--- config.mk ---
export PLATFORM = sky130hd
export DESIGN_NAME = cv32e40p_clock_gate_ctrl
export DESIGN_NICKNAME = d
export VERILOG_FILES = /design/src/rtl/cv32e40p_clock_gate_ctrl.sv
export SDC_FILE = /design/constraint.sdc
export NUM_CORES = 1
export LEC_CHECK = 0
export BUFFER_PORTS_ARGS = -buffer_cell sky130_fd_sc_hd__clkbuf_2
export CAP_MARGIN = 40
export CORE_MARGIN = 1
export CORE_UTILIZATION = 54
export DETAILED_ROUTE_END_ITERATION = 16
export PLACE_DENSITY = 0.89
export SLEW_MARGIN = 10
export SYNTH_ARGS = -nofsm -noshare
export SYNTH_HDL_FRONTEND = slang
export SYNTH_SLANG_ARGS = --single-unit
--- constraint.sdc ---
create_clock -name clk_i -period 1.9 [get_ports clk_i]
set_clock_uncertainty 0.1 [all_clocks]
set_input_delay 0.38 -clock clk_i [delete_from_list [all_inputs] [get_ports clk_i]]
set_output_delay 0.38 -clock clk_i [all_outputs]
set_load 0.05 [all_outputs]
--- src/rtl/cv32e40p_clock_gate_ctrl.sv ---
// Per-channel automatic clock gating: RUN -> GATED after a run of idle cycles,
// GATED -> WAKE on activity, WAKE -> RUN once the clock has settled.
//
// state | meaning
// RUN   | clock running; counting consecutive idle cycles toward gating
// GATED | clock stopped; waiting for busy, force or wake activity
// WAKE  | clock restarted; counting settle cycles before acknowledging
module cv32e40p_clock_gate_ctrl #(
    parameter int NUM_CH      = 4,
    parameter int IDLE_CYCLES = 8,
    parameter int WAKE_CYCLES = 2
) (
    input  logic              clk_i,
    input  logic              rst_i,
    input  logic              scan_cg_en_i,
    input  logic [NUM_CH-1:0] force_on_i,
    input  logic [NUM_CH-1:0] busy_i,
    input  logic [NUM_CH-1:0] wake_req_i,
    output logic [NUM_CH-1:0] wake_ack_o,
    output logic [NUM_CH-1:0] clk_en_o,
    output logic [NUM_CH-1:0] gated_o,
    output logic              all_gated_o,
    output logic [NUM_CH-1:0] clk_o
);

    localparam int CNT_MAX = (IDLE_CYCLES > WAKE_CYCLES) ? IDLE_CYCLES : WAKE_CYCLES;
    localparam int CNT_W   = $clog2(CNT_MAX + 1);

    localparam logic             AUTO_GATE = (IDLE_CYCLES != 0);
    localparam logic [CNT_W-1:0] IDLE_TC   = CNT_W'((IDLE_CYCLES > 0) ? IDLE_CYCLES - 1 : 0);
    localparam logic [CNT_W-1:0] IDLE_SAT  = CNT_W'(IDLE_CYCLES);
    localparam logic [CNT_W-1:0] WAKE_TC   = CNT_W'(WAKE_CYCLES - 1);

    typedef enum logic [1:0] {
        ST_RUN   = 2'd0,
        ST_GATED = 2'd1,
        ST_WAKE  = 2'd2
    } state_t;

    state_t           r_state     [NUM_CH];
    state_t           w_state_nxt [NUM_CH];
    logic [CNT_W-1:0] r_cnt       [NUM_CH];
    logic [CNT_W-1:0] w_cnt_nxt   [NUM_CH];
    logic [NUM_CH-1:0] r_clk_en;
    logic [NUM_CH-1:0] r_gated;
    logic [NUM_CH-1:0] w_act;
    logic [NUM_CH-1:0] w_wake_ack;

    assign w_act = busy_i | force_on_i | wake_req_i;

    always_ff @(posedge clk_i) begin
        if (rst_i) begin
            for (int i = 0; i < NUM_CH; i++) begin
                r_state[i] <= ST_RUN;
                r_cnt[i]   <= '0;
            end
            r_clk_en <= '1;
            r_gated  <= '0;
        end else begin
            for (int i = 0; i < NUM_CH; i++) begin
                r_state[i]  <= w_state_nxt[i];
                r_cnt[i]    <= w_cnt_nxt[i];
                r_clk_en[i] <= (w_state_nxt[i] != ST_GATED);
                r_gated[i]  <= (w_state_nxt[i] == ST_GATED);
            end
        end
    end

    always_comb begin
        for (int i = 0; i < NUM_CH; i++) begin
            w_state_nxt[i] = r_state[i];
            w_cnt_nxt[i]   = r_cnt[i];
            case (r_state[i])
                ST_RUN: begin
                    if (w_act[i]) begin
                        w_cnt_nxt[i] = '0;
                    end else if (AUTO_GATE && (r_cnt[i] == IDLE_TC)) begin
                        w_state_nxt[i] = ST_GATED;
                        w_cnt_nxt[i]   = '0;
                    end else if (r_cnt[i] < IDLE_SAT) begin
                        w_cnt_nxt[i] = r_cnt[i] + CNT_W'(1);
                    end
                end
                ST_GATED: begin
                    if (w_act[i]) begin
                        w_state_nxt[i] = ST_WAKE;
                        w_cnt_nxt[i]   = '0;
                    end
                end
                ST_WAKE: begin
                    // Dropping activity here does not abort; the settle count always completes.
                    if (r_cnt[i] == WAKE_TC) begin
                        w_state_nxt[i] = ST_RUN;
                        w_cnt_nxt[i]   = '0;
                    end else begin
                        w_cnt_nxt[i] = r_cnt[i] + CNT_W'(1);
                    end
                end
                default: begin
                    w_state_nxt[i] = ST_RUN;
                    w_cnt_nxt[i]   = '0;
                end
            endcase
        end
    end

    // Ack is suppressed while reset is held so a pending request is not acked mid-reset.
    always_comb begin
        w_wake_ack = '0;
        for (int i = 0; i < NUM_CH; i++) begin
            w_wake_ack[i] = (r_state[i] == ST_RUN) & wake_req_i[i] & ~rst_i;
        end
    end

    assign wake_ack_o  = w_wake_ack;
    assign clk_en_o    = r_clk_en;
    assign gated_o     = r_gated;
    assign all_gated_o = &r_gated;

`ifdef SYNTHESIS
    assign clk_o = {NUM_CH{clk_i}};
`else
    logic [NUM_CH-1:0] r_en_lat;

    // Low-transparent latch: enable can only change while clk_i is low, so no runt pulses.
    always_latch begin
        if (!clk_i) begin
            r_en_lat <= r_clk_en | {NUM_CH{scan_cg_en_i}};
        end
    end

    assign clk_o = {NUM_CH{clk_i}} & r_en_lat;
`endif

endmodule

Yosys cells after proc, flatten, opt, wreduce, memory -nomap -nowiden --
Memory sizes are Yosys's and may differ from the RTL's. Index checks and enable logic that the tools add are counted.
Cells by class: reduce and logical (&&, ||, !) cells 5, bitwise operators 19, add/sub/neg operators 4, mux-type cells 55, equal/unequal tests 24, order comparisons 4
Operators by type and width (number):
- 4-bit 2-to-1 mux | 24
- 4-bit case mux with 3 select lines | 4
- 2-bit 2-to-1 mux | 20
- 2-bit case mux with 3 select lines | 4
- 4-bit by 1-bit adder with 4-bit output (second input constant) | 4
- 2-bit by 1-bit == test with 1-bit output (second input constant) | 8
- 4-bit by 1-bit == test with 1-bit output (second input constant) | 4
- 4-bit by 3-bit == test with 1-bit output (second input constant) | 4
- 4-bit < comparator (second input constant) | 4
- 1-bit bitwise AND | 8
- 2-bit == test (second input constant) | 4
- 2-bit logical NOT | 4
- 2-bit by 1-bit != test with 1-bit output (second input constant) | 4
- 1-bit OR | 8
- 4-bit OR | 2
- 4-bit AND reduction | 1
- 1-bit 2-to-1 mux | 3
- 1-bit NOT | 1
Word-level totals: output and inout port bits 17, RAM bits 24, logic and storage cells 115, register bits 8, memories kept 2
Memory list:
- r_cnt | words 4, bits a word 4, read ports 4, clocked after memory_dff 0, write ports 4, line 42 | logic [CNT_W-1:0] r_cnt [NUM_CH];
- r_state | words 4, bits a word 2, read ports 4, clocked after memory_dff 0, write ports 4, line 40 | state_t r_state [NUM_CH];

Logic depth before layout (Yosys ltp) --
Gate-level depths: netlist (run 1).
depth in word-level cells 6, gate-level depth with buffers 6

==> results by group, run 1 <==
Status
  – Status: finished, final reports clean

Critical path
  – Max incr delay on CP: 170 ps
  – Worst Setup End Kind: output pin
  – Setup crit start kind: clock port
  – Arr. time, crit path: 1380 ps
  – Worst-path fanout max: 6
  – Required @ worst endpoint: 1420 ps
  – Crit-path cells: buf_8 -> clkbuf_16 -> clkbuf_16
  – Slowest library cell on the worst path: clkbuf_16
  – Cell mode on critical path: clkbuf_16
  – Top Family by Delay on Critical Path: buffers and inverters
  – Buffer and inverter count on the worst path: 3
  – WS Path Type: clock port to output pin

Global route
  – Antenna violations before repair: 0
  – Number of global-route vias before repair: 1352
  – Total gr overflow: 0
  – Gr usage total: 23.0%
  – Pin count of the biggest net entering global routing: 12
  – First-pass GRT wire length: 5650 um

Power and ir drop
  – Int Power: 0.00138 W
  – Total leakage power: 0.810 nW
  – Combinational cell fraction of total power: 4.7%
  – Pwr Density: 1040 nW/um2
  – P_sw: 0.000728 W
  – Design Power: 0.00211 W
  – Max VDD drop: 1840 uV
  – Sw Share: 34.5%
  – Clock share of power: 63.3%
  – Seq pwr share: 32.1%

Timing
  – RSZ-0062 raised after global routing: false
  – Slew margin rel.: 62.4%
  – TNS Setup: 0 ps
  – Worst slew pin tran: 557 ps
  – Setup Viol. Count Final: 0
  – Final worst setup slack: 38.0 ps
  – Max-slew violations: 0
  – Fin. Hold Viols: 0

CTS
  – CTS Buffer Depth: 2
  – CTS buffer count: 5
  – Worst-Skew Late Latency: 360 ps
  – Clk root buf: clkbuf_4
  – Cts hold-fix bufs: 0
  – CTS tree: yes
  – H-Tree Depth: 2
  – Worst-path clk slew: 110 ps

Yosys
  – Syn Area/Cell: 8.72 um2
  – Post-Syn Area: 1590 um2
  – Unique masters post-synth: 49
  – Leading post-synthesis cells by cell area: dfxtp_1 40%, ha_1 6.3%, inv_1 3.8%
  – Share of the synthesized area in the top cell type: 40.4%
  – Syn Nets: 205
  – Most numerous cell in the Yosys netlist: dfxtp_1
  – Post-synth EDFFs: 0
  – Cell count after synthesis: 182
  – Post-synth top cells: 32 x dfxtp_1, 16 x inv_1, 12 x nor2_1
  – Post-synthesis register bit count: 32
  – Ys flop type: dfxtp_1
  – Synth warn: 0
  – Register area share after synthesis: 40.4%
  – Ys async rst share: 0%
  – Top cell type by total area after synthesis: dfxtp_1

Floorplan
  – Initial Util: 57.0%
  – Core area: 2780 um2
  – Chip width: 56.2 um
  – Full die area: 3160 um2
  – I/O pins: 32
  – Row count: 19
  – Die Span Y: 56.2 um

Worst hold path
  – Min-Delay Path Class: input pin to register

Detailed routing
  – DRC violations left: 0
  – Drt pass-1 iters: 4
  – Vias per std cell: 5.98
  – Starting DRT DRC Count: 53
  – Post-Route WL: 3330 um
  – Wire per inst: 13.0 um
  – Vias: 1530
  – ANT nets after route: 0

Cells and area
  – Ant diodes: 0
  – Nets: 247
  – Layout cells sized above 1: 26.2%
  – Synthesis-to-layout area growth: 28.6%
  – FILL cells: 209
  – FF/Latch Area: 641 um2
  – Multi-input combinational cell area: 905 um2

Placed design
  – Final Wtd Congestion: 0.860
  – PortBufs: 30
  – DP HPWL: 2380 um
  – Post-place setup slack: 93.8 ps

Run
  – Max Cap Violations: 0
## sequential cells by signal, summed over array words and instances, names as in the netlist
signal and flops:
r_state 8, clk_en_o 4, r_cnt 16, gated_o 4
## worst register-to-register path, cell delays in order (launching register included)
cell	delay, ps
dfxtp_1	380
or4_4	580
o22ai_1	190
nand3_1	160
o31ai_1	260
## power by group through the flow
stage / clock network, W / logic, W / registers [W]
6_report: 0.00134 / 0.0000987 / 0.000678
5_1_grt: 0.00139 / 0.000107 / 0.000678
2_1_floorplan: 0.000454 / 0.0000613 / 0.000691
3_3_place_gp: 0.000399 / 0.0000968 / 0.000692
4_1_cts: 0.00134 / 0.0000990 / 0.000677
3_5_place_dp: 0.000399 / 0.0000982 / 0.000692
## repair_timing
action / in CTS / in global routing
resized for setup: 15 / 1
setup buffers: 2 / 0
setup endpoints to repair: 4 / 4
## final cells by class
type                    instances  area share (%)
multi-input cells             127            44.3
flip-flops and latches         32            31.4
well taps                      31            1.90
clock inverters                 2           0.490
inverters                      16            2.94
clock buffers                  12            8.89
repair buffers                 36            10.1
## layer usage
layer | GRT usage (%) | up-vias | share of wire [%]
met5 | 0 | - | 0
met4 | 9.76 | 0 | 1.1
met3 | 9.07 | 4 | 5.6
met2 | 37.6 | 50 | 49
met1 | 26.6 | 718 | 45
li1 | - | 758 | -
## logic make-up after synthesis
kind of cell,count (synthesis),share of synthesized area (%)
xor+xnor,1,0.552
compound gates,50,21.8
simple gates,68,24.6
fa+ha+maj,8,6.31
flops,32,40.4
buf+inv,23,6.39
## path summary, 6_finish.rpt
path | to | cells after the start | startpoint | slack, ps
worst max-delay path | clk_o[1] | 3 | clk_i | 40
worst min-delay path | r_state[0][0] | 3 | busy_i[0] | 310
worst max register to register | r_cnt[2][3] | 4 | r_state[2][1] | 150
worst min register to register | r_cnt[1][1] | 2 | r_cnt[1][1] | 410
## per-stage QoR
| stage | instance area, um2 | utilization [%] | hold slack (ps) | instances |
|---|---|---|---|---|
| 6_report | 2040 | 73.4 | 315 | 256 |
| 3_5_place_dp | 1870 | 67.2 | 397 | 246 |
| 5_1_grt | 2040 | 73.4 | 323 | 256 |
| 2_1_floorplan | 1650 | - | 371 | 182 |
| 4_1_cts | 2040 | 73.3 | 276 | 256 |
| 3_3_place_gp | 1870 | 67.2 | 393 | 246 |
## layout by cell type, fill, tap and decap left out, types with 2 or more instances in the layout
| master | instances |
|---|---|
| dfxtp_1 | 32 |
| clkbuf_2 | 26 |
| inv_1 | 16 |
| nor2_1 | 12 |
| buf_4 | 12 |
| a21oi_1 | 11 |
| nor3_1 | 10 |
| o21ai_0 | 9 |
| ha_1 | 8 |
| nand3_1 | 7 |
| nor4_1 | 6 |
| nand2_1 | 6 |
| or3_1 | 5 |
| clkbuf_16 | 5 |
| nor4b_4 | 4 |
| a31oi_1 | 4 |
| o31ai_1 | 4 |
| o21a_1 | 3 |
| clkbuf_4 | 3 |
| a21boi_0 | 2 |
| nand2b_1 | 2 |
| and3b_1 | 2 |
| a211oi_1 | 2 |
| nor3b_1 | 2 |
| or2_2 | 2 |
| and3_1 | 2 |
| clkinv_2 | 2 |
No activity file was read; power rests on OpenSTA's default activity.
==> run 2: changes to the inputs <==
CELL_PAD_IN_SITES_DETAIL_PLACEMENT = 0   (was unset)
CELL_PAD_IN_SITES_GLOBAL_PLACEMENT = 1   (was unset)
CORE_UTILIZATION = 40   (was 54)
GPL_TIMING_DRIVEN = 0   (was unset)
PLACE_DENSITY = 0.88   (was 0.89)
==> results by group, run 2 (same netlist as run 1, synthesis figures left out) <==
Status
  – Status: finished, violations left
  – Violated checks: setup timing

Cells and area
  – Most frequent cells in the layout: 32 x dfxtp_1, 22 x clkbuf_2, 16 x inv_1
  – Final core occ: 57.1% (-16 points)
  – Largest register FFs: 16 (unchanged)
  – Layout cells sized above 1: 25.6% (-0.66 points)
  – Synthesis-to-layout area growth: 34.8%
  – Design Area, Final: 2140 um2 (+4.8%)
  – Top reg by flops: r_cnt
  – Ant diodes: 0 (unchanged)
  – Most common cell after layout, fill and taps aside: dfxtp_1
  – Nets: 245 (-0.81%)
  – Largest registers: r_cnt (16), r_state (8)

Critical path
  – Cell mode on critical path: buf_8
  – Crit-path cells: buf_8 -> buf_8 -> buf_6 -> clkbuf_16
  – Buffer and inverter count on the worst path: 4 (+1)
  – Slowest library cell on the worst path: clkbuf_16
  – Max incr delay on CP: 160 ps (about the same)
  – Worst Setup End Kind: output pin
  – Setup crit start kind: clock port
  – WS Path Type: clock port to output pin
  – Arr. time, crit path: 1430 ps (+50 ps)
  – Worst-path fanout max: 2 (-4)
  – Required @ worst endpoint: 1420 ps (about the same)
  – Top Family by Delay on Critical Path: buffers and inverters

Timing
  – Setup Viol. Count Final: 4 (+4)
  – Fin. Hold Viols: 0 (unchanged)
  – Final worst setup slack: -12.4 ps (-50.3 ps)
  – RSZ-0062 raised after global routing: true
  – Hold Slack: 226 ps (-88.7 ps)
  – Slew margin rel.: 54.9% (-7.5 points)
  – TNS Setup: -45.8 ps (-45.8 ps)
  – Worst slew pin tran: 670 ps (+113 ps)
  – Max-slew violations: 0 (unchanged)

Detailed routing
  – Starting DRT DRC Count: 101 (+91%)
  – DR WL met3: 179 um (-4.3%)
  – Wire per inst: 13.4 um (+3.0%)
  – ANT nets after route: 0 (unchanged)
  – DRC violations left: 0 (unchanged)
  – Top Layer Used: met4
  – Vias: 1493 (-2.4%)
  – Drt pass-1 iters: 4 (unchanged)
  – Post-Route WL: 3630 um (+9.1%)
  – Met1 Wirelength: 1680 um (+12%)
  – Wire length on met2: 1680 um (+4.2%)
  – Vias per std cell: 5.51 (-7.8%)

Placed design
  – Dpl cell area: 1860 um2 (-0.47%)
  – DP HPWL: 2550 um (+7.3%)
  – PortBufs: 30 (unchanged)
  – Final Wtd Congestion: 0.836 (-2.8%)

CTS
  – Worst-path clk slew: 60 ps (-50 ps)
  – Cts hold-fix bufs: 0 (unchanged)
  – Postcts setup bufs: 0 (-2)
  – CTS tree: yes
  – Worst-Skew Late Latency: 390 ps (+30 ps)

Global route
  – Total gr overflow: 0 (unchanged)
  – Number of global-route vias before repair: 1422 (+5.2%)
  – First-pass GRT wire length: 6040 um (+7.0%)
  – Gr usage total: 20.0% (-2.9 points)
  – Antenna violations before repair: 0 (unchanged)
  – Pin count of the biggest net entering global routing: 12 (unchanged)

Power and ir drop
  – Max VDD drop: 1160 uV (-37%)
  – Total leakage power: 0.821 nW (+1.4%)
  – Design Power: 0.00258 W (+22%)
  – Pwr Density: 1210 nW/um2 (+17%)

Floorplan
  – Row count: 22 (+3)
  – Core area: 3740 um2 (+35%)
  – Chip width: 65.0 um (+16%)
  – I/O pins: 32 (unchanged)
  – Initial Util: 42.4% (-15 points)
  – Die Span Y: 65.0 um (+16%)
  – Full die area: 4220 um2 (+34%)

Run
  – Max Cap Violations: 0 (unchanged)

Worst hold path
  – Min-Delay Path Class: input pin to register
==> run 2: cell type report <==
cell class                      instances  area, um2
Timing Repair Buffer                   26        153
Multi-Input combinational cell        127        912
Buffer                                  6       60.1
Tap cell                               48       60.1
Clock buffer                           15        245
Fill cell                             358       1610
Clock inverter                          1       7.51
Inverter                               16       60.1
Sequential cell                        32        641
==> run 2: final timing paths <==
check / startpoint / endpoint / slack [ps] / depth (start not counted)
worst max-delay path: clk_i / clk_o[1] / -10 / 4
worst min-delay path: busy_i[0] / r_state[0][0] / 230 / 3
worst max register to register: r_state[2][1] / r_cnt[2][1] / 170 / 4
worst min register to register: r_cnt[1][1] / r_cnt[1][1] / 410 / 2
==> run 2: repair_timing <==
| action | in CTS | in global routing |
|---|---|---|
| endpoints found under the setup margin | 8 | 9 |
| gates resized for setup | 23 | 6 |
| hold endpoints to repair | 0 | 0 |
==> run 2: report_power, final <==
part / switching, W / internal [W]
clock: 0.000764 / 0.00104
combinational: 0.0000594 / 0.0000407
sequential: 0.00000390 / 0.000673
total: 0.000827 / 0.00175
==> run 2: stage by stage <==
stage,setup WS [ps],instances
4_1_cts,-51.3,271
2_1_floorplan,10.7,182
5_1_grt,-28.7,271
3_5_place_dp,-121,260
6_report,-12.4,271
3_3_place_gp,-101,260
==> run 2: worst reg2reg max path: stages, from the launching register on <==
cell and delay [ps]:
dfxtp_1 360, or4_4 580, o22ai_1 180, nand3_1 160, o31ai_1 260
==> run 2: metal layers <==
layer	up-vias	track usage, %
li1	758	-
met1	682	21.1
met2	42	27.2
met3	11	10.7
met4	0	20.6
met5	-	0
